**config.mk**
```make
export PLATFORM = sky130hd
export DESIGN_NAME = uart_tx_scheduler
export DESIGN_NICKNAME = d
export VERILOG_FILES = /design/src/rtl/uart_pkg.sv /design/src/rtl/rise_detect.sv /design/src/rtl/uart_tx_scheduler.sv
export SDC_FILE = /design/constraint.sdc
export NUM_CORES = 1
export LEC_CHECK = 0
export BUFFER_PORTS_ARGS = -buffer_cell sky130_fd_sc_hd__buf_4
export CORE_AREA = 2 2 69 71
export DETAILED_ROUTE_END_ITERATION = 6
export DIE_AREA = 0 0 71 73
export PLACE_DENSITY = 0.67
export SYNTH_ARGS = -nofsm -noshare
export SYNTH_HDL_FRONTEND = slang
export SYNTH_SLANG_ARGS = --single-unit
```
**constraint.sdc**
```tcl
create_clock -name clk -period 4.4 [get_ports clk]
set_input_delay 0.44 -clock clk [delete_from_list [all_inputs] [get_ports clk]]
set_output_delay 0.44 -clock clk [all_outputs]
set_load 0.02 [all_outputs]
```
**src/rtl/uart_pkg.sv**
```systemverilog
`timescale 1ns/1ps
// ---------------------------------------------------------------------------
// uart_pkg
// Shared definitions for the UART transmit scheduler: data width, default
// timing constants, FSM state encoding and a counter-width helper.
// ---------------------------------------------------------------------------
package uart_pkg;

    localparam int DATA_W         = 8;
    localparam int DEF_TIMEOUT    = 200000;
    localparam int DEF_GAP_CYCLES = 16;

    typedef enum logic [1:0] {
        ST_IDLE  = 2'd0,
        ST_START = 2'd1,
        ST_WAIT  = 2'd2,
        ST_GAP   = 2'd3
    } state_t;

    // Bits needed for a counter that must hold values 0..max_val.
    function automatic int cnt_width(input int max_val);
        return (max_val < 1) ? 1 : $clog2(max_val + 1);
    endfunction

endpackage

```
**src/rtl/rise_detect.sv**
```systemverilog
`timescale 1ns/1ps
// ---------------------------------------------------------------------------
// rise_detect
// Registers one synchronous level input and flags its rising edges.
//
// Ports:
//   clk  in   system clock, rising edge
//   rst  in   asynchronous active-high reset
//   din  in   level input, synchronous to clk
//   rise out  high for one cycle when din goes 0 -> 1
// ---------------------------------------------------------------------------
module rise_detect (
    input  logic clk,
    input  logic rst,
    input  logic din,
    output logic rise
);

    logic din_q;
    logic armed;

    // armed stays low for the first edge after reset so a level that was
    // already high through reset release is absorbed into din_q rather than
    // being reported as an edge.
    always_ff @(posedge clk or posedge rst) begin
        if (rst) begin
            din_q <= 1'b0;
            armed <= 1'b0;
        end else begin
            din_q <= din;
            armed <= 1'b1;
        end
    end

    assign rise = armed & din & ~din_q;

endmodule

```
**src/rtl/uart_tx_scheduler.sv**
```systemverilog
`timescale 1ns/1ps
// ---------------------------------------------------------------------------
// uart_tx_scheduler
// Arbitrates two level-request sources onto one UART transmitter. Each rising
// edge of a request arms a one-deep pending flag; the FSM grants pending
// requesters round-robin, launches a frame, waits for tx_done (bounded by
// TIMEOUT) and then enforces GAP_CYCLES idle cycles before the next frame.
//
// Ports:
//   clk          in   system clock, rising edge
//   rst          in   asynchronous active-high reset
//   req0, req1   in   level requests, synchronous to clk
//   data0, data1 in   byte to send for each requester
//   tx_done      in   one-cycle pulse, UART frame finished
//   tx_start     out  one-cycle pulse launching a frame
//   tx_data      out  byte for the UART, stable for the whole frame
//   ack0, ack1   out  one-cycle pulse, requester's frame completed
//   busy         out  high whenever the FSM is not idle
//   timeout_err  out  sticky, a frame was abandoned on timeout
//
// State | meaning
// ------+--------------------------------------------------------------
// IDLE  | no frame in flight; grants a pending requester if any
// START | tx_start asserted for this single cycle
// WAIT  | waiting for tx_done, bounded by the timeout counter
// GAP   | enforced idle time between frames
// ---------------------------------------------------------------------------
module uart_tx_scheduler
    import uart_pkg::*;
#(
    parameter int TIMEOUT    = DEF_TIMEOUT,
    parameter int GAP_CYCLES = DEF_GAP_CYCLES
) (
    input  logic              clk,
    input  logic              rst,
    input  logic              req0,
    input  logic [DATA_W-1:0] data0,
    input  logic              req1,
    input  logic [DATA_W-1:0] data1,
    input  logic              tx_done,
    output logic              tx_start,
    output logic [DATA_W-1:0] tx_data,
    output logic              ack0,
    output logic              ack1,
    output logic              busy,
    output logic              timeout_err
);

    localparam int CNT_MAX = (TIMEOUT > GAP_CYCLES) ? TIMEOUT : GAP_CYCLES;
    localparam int CNT_W   = cnt_width(CNT_MAX);

    // Down-counter load values: the counter reaches terminal count (0) after
    // exactly TIMEOUT / GAP_CYCLES cycles in the corresponding state.
    localparam logic [CNT_W-1:0] WAIT_LD = CNT_W'(TIMEOUT - 1);
    localparam logic [CNT_W-1:0] GAP_LD  = CNT_W'(GAP_CYCLES - 1);

    state_t           state;
    state_t           state_nxt;
    logic             rise0;
    logic             rise1;
    logic             pend0;
    logic             pend1;
    logic             favor1;     // requester 1 wins the next tie
    logic             owner1;     // requester owning the frame in flight
    logic [CNT_W-1:0] cnt;

    logic             grant0;
    logic             grant1;
    logic             cnt_load_wait;
    logic             cnt_load_gap;
    logic             cnt_dec;
    logic             frame_ok;
    logic             frame_abort;

    rise_detect u_rise0 (
        .clk  (clk),
        .rst  (rst),
        .din  (req0),
        .rise (rise0)
    );

    rise_detect u_rise1 (
        .clk  (clk),
        .rst  (rst),
        .din  (req1),
        .rise (rise1)
    );

    always_ff @(posedge clk or posedge rst) begin
        if (rst) begin
            state <= ST_IDLE;
        end else begin
            state <= state_nxt;
        end
    end

    always_comb begin
        state_nxt     = state;
        grant0        = 1'b0;
        grant1        = 1'b0;
        cnt_load_wait = 1'b0;
        cnt_load_gap  = 1'b0;
        cnt_dec       = 1'b0;
        frame_ok      = 1'b0;
        frame_abort   = 1'b0;
        case (state)
            ST_IDLE: begin
                if (pend0 && (!pend1 || !favor1)) begin
                    grant0    = 1'b1;
                    state_nxt = ST_START;
                end else if (pend1) begin
                    grant1    = 1'b1;
                    state_nxt = ST_START;
                end
            end
            ST_START: begin
                cnt_load_wait = 1'b1;
                state_nxt     = ST_WAIT;
            end
            ST_WAIT: begin
                // A completion on the last allowed cycle still counts as
                // success.
                if (tx_done) begin
                    frame_ok     = 1'b1;
                    cnt_load_gap = 1'b1;
                    state_nxt    = ST_GAP;
                end else if (cnt == '0) begin
                    frame_abort  = 1'b1;
                    cnt_load_gap = 1'b1;
                    state_nxt    = ST_GAP;
                end else begin
                    cnt_dec = 1'b1;
                end
            end
            ST_GAP: begin
                if (cnt == '0) begin
                    state_nxt = ST_IDLE;
                end else begin
                    cnt_dec = 1'b1;
                end
            end
            default: begin
                state_nxt = ST_IDLE;
            end
        endcase
    end

    always_ff @(posedge clk or posedge rst) begin
        if (rst) begin
            cnt         <= '0;
            pend0       <= 1'b0;
            pend1       <= 1'b0;
            favor1      <= 1'b0;
            owner1      <= 1'b0;
            tx_data     <= '0;
            ack0        <= 1'b0;
            ack1        <= 1'b0;
            timeout_err <= 1'b0;
        end else begin
            if (cnt_load_wait) begin
                cnt <= WAIT_LD;
            end else if (cnt_load_gap) begin
                cnt <= GAP_LD;
            end else if (cnt_dec && (cnt != '0)) begin
                cnt <= cnt - 1'b1;
            end

            // An edge while the flag is already set is dropped; the grant
            // cycle itself counts as "already set" for the granted side.
            pend0 <= grant0 ? 1'b0 : (pend0 | rise0);
            pend1 <= grant1 ? 1'b0 : (pend1 | rise1);

            if (grant0 || grant1) begin
                tx_data <= grant0 ? data0 : data1;
                owner1  <= grant1;
                favor1  <= grant0;
            end

            ack0 <= frame_ok & ~owner1;
            ack1 <= frame_ok &  owner1;

            if (frame_abort) begin
                timeout_err <= 1'b1;
            end
        end
    end

    assign tx_start = (state == ST_START);
    assign busy     = (state != ST_IDLE);

endmodule

```
==> flow_metrics.py <==
metrics = {
    "clock_tree": {
        "ctsResizeCount": 0,
        "cts_root_buf": "clkbuf_8",
        "cts_made_buffers": 5,
        "clockBufferDepth": 2,
        "clock_sinks": 38,
        "cts_tree": "yes",
        "htreeDepth": 2,
        "cts-hold-fix-buffers": 0,
        "clk_latency_ns": 0.30,
        "cts_setup_buffers": 0,
        "clk_transition_reported_paths_ns": 0.08,
    },
    "worst_setup_path": {
        "r2r_cells": 6,
        "timing.reg2reg.setup_slack_ns": 2.27,
        "rr_startpoint": "cnt[0]$_DFFE_PP0P_",
        "start_kind": "register",
        "worstPathMaxFanout": 8,
        "r2r_end": "cnt[11]$_DFFE_PP0P_",
        "worst_ep_arrival_time_ns": 2.31,
        "max_stage_delay_ns": 0.53,
        "crit_slowest_cell": "a31oi_1",
        "required_ns": 4.58,
        "crit_type": "reg2reg",
        "startpoint": "cnt[0]$_DFFE_PP0P_",
        "crit_chain": "inv_1 > ha_1 > and3_1 > a31oi_1 > o21ai_0 > a211o_1",
        "end_kind": "register",
    },
    "timing": {
        "fmax_ghz": 0.469,
        "worst_slack_ns": 2.27,
        "period_share_pct": 48.5,
        "tightest_slew_ns": 0.772,
        "setup_viol": 0,
        "hold_violations": 0,
        "final-max-slew-violation-count": 0,
        "fin_crit_ns": 2.13,
        "fin_skew_ns": 0.0110,
        "final.setup.tns_ns": 0,
        "rsz0062_at_grt": "false",
        "max-slew-margin-rel_pct": 48.3,
    },
    "job": {
        "maxCapViolCount": 0,
    },
    "final_layout": {
        "instances_no_fill": 294,
        "fin_nets": 265,
        "final_common_cell": "dfrtp_1",
        "diodes": 0,
        "area_growth_pct": 18.7,
        "top_regs": "cnt x18, tx_data x8, state x2",
        "final_cell_mix": "dfrtp_1, nor2_1, buf_4",
        "fin_area_um2": 2310,
        "fillers": 445,
        "drive_gt1_share_pct": 21.7,
        "top_register": "cnt",
        "largest_reg_flops": 18,
    },
    "synth": {
        "yosysSeqAreaShare_pct": 48.9,
        "syn-cell-area_um2": 1940,
        "synth_cells": 204,
        "synthFlopType": "dfrtp_1",
        "muxShareOfSynthArea_pct": 1.09,
        "async_reset_ff_share_pct": 100,
        "syn-num-nets": 230,
        "synth_area_per_cell_um2": 9.53,
        "synthAdderAreaFrac_pct": 3.22,
        "synth_compound_area_share_pct": 22.9,
        "synth_edf_count": 0,
        "yosysTopAreaCell": "dfrtp_1",
        "synth.distinct_cells": 47,
        "synth_top_family_by_area": "compound AO/OA/AOI/OAI gates",
        "synth_area_leaders": "dfrtp_1, nor2_1, a31oi_1",
        "synth_top_area_share_pct": 48.9,
        "yosys.area_share.simple_pct": 18.4,
        "synth_xor_area_share_pct": 0.450,
        "yosysWarningCount": 0,
        "synth_seq_cells": 38,
    },
    "placement": {
        "hpwl_um": 2980,
        "place.gp.congestion": 0.837,
        "placed_cell_area_um2": 2220,
        "preCtsSetupSlack_ns": 2.23,
        "place_inst": 286,
        "io_buffers": 33,
    },
    "drt": {
        "drtPass1Iterations": 4,
        "drt-initial-drc-count": 108,
        "remaining_drc_errors": 0,
        "ant_nets": 0,
        "wl_per_cell_um": 14.0,
        "wirelength_um": 4110,
        "vias_per_cell": 5.46,
        "vias": 1605,
    },
    "pwr": {
        "fin_total_pwr_mw": 1.61,
        "peakVddDrop_mv": 0.381,
        "power_density_nw_per_um2": 696,
        "p_leak_nw": 1.09,
    },
    "global_routing": {
        "grt_pass1_vias": 1582,
        "grt_max_degree": 39,
        "met2_usage_pct": 30.3,
        "grt.total_usage_pct": 17.8,
        "grt-ovfl-total": 0,
        "busiest_layer": "met2",
        "met3_usage_pct": 5.66,
        "antenna_found_initial": 0,
        "grt_pass1_wl_um": 7250,
        "met1_usage_pct": 21.8,
    },
    "floorplan": {
        "core_um2": 4540,
        "rows": 25,
        "start_util_pct": 42.9,
        "dieArea_um2": 5180,
        "ioPinCount": 34,
        "die_width_um": 71,
        "die_y_um": 73,
    },
    "worst_hold_path": {
        "hp-class": "in2async",
    },
    "outcome": {
        "status": "finished clean",
    },
}
## report_power, final
group	switching [mW]	total, mW	internal, mW	leakage [nW]
sequential	0.107	0.579	0.472	0.452
clock	0.126	0.238	0.111	0.0441
combinational	0.460	0.790	0.330	0.594
total	0.693	1.61	0.913	1.09
## worst max-delay path by stage
stage,endpoint,slack [ns]
after floorplan,cnt[5]$_DFFE_PP0P_,2.53
after global placement,cnt[11]$_DFFE_PP0P_,2.31
after detailed placement,cnt[11]$_DFFE_PP0P_,2.23
after CTS,cnt[11]$_DFFE_PP0P_,2.23
after global routing,cnt[17]$_DFFE_PP0P_,2.04
final,cnt[11]$_DFFE_PP0P_,2.27
## cell usage after synthesis (2+ instances only)
cell type  instances
nand2_1           14
nand3_1            4
nor4_1             2
a21o_1             2
dfrtp_1           38
a31oi_1           13
buf_2              2
o21a_1             2
o22ai_1            8
a21oi_1           10
o21ai_0            7
a211o_1            5
o31ai_1            3
nor2_1            37
and3_1             3
inv_1             10
clkbuf_1           2
nor3_1             9
ha_1               5
## critical path: cells and delay by family (launching register included)
family	cells	cell delay [ns]
AO/OA/AOI/OAI	3	1.03
adder cells (fa/ha/maj)	1	0.27
buffers and inverters	1	0.07
flip-flops	1	0.39
AND/OR/NAND/NOR	1	0.27
## metal layers
layer / share of wire (%) / vias up
met2: 48 / 25
li1: - / 807
met1: 47 / 767
met3: 3.2 / 6
met4: 1.2 / 0
met5: 0 / -
## through the flow
step	utilization, %	hold WS [ns]
after floorplan	-	0.415
after global placement	48.9	0.438
after detailed placement	48.9	0.437
after CTS	50.9	0.254
after global routing	50.9	0.243
final	50.9	0.254
## kinds of logic (layout without fill, tap and decap cells)
logic type,after synthesis,in the layout
AOI/OAI and AO/OA,64,64
xor gates and xnor gates,1,1
adders and majority gates,5,5
buffers and inverters,17,53
DFF,38,38
muxes,2,2
other,1,1
and+or+nand+nor,76,76
## cell type report
type	count	area (µm²)	share of cell area (%)
Inverter	10	37.5	1.63
Tap cell	54	67.6	2.93
Timing Repair Buffer	35	263	11.4
Multi-Input combinational cell	149	900	39.0
Clock buffer	5	68.8	2.98
Sequential cell	38	951	41.2
Clock inverter	3	21.3	0.921
Note: power is estimated with default switching activity, not from simulation.
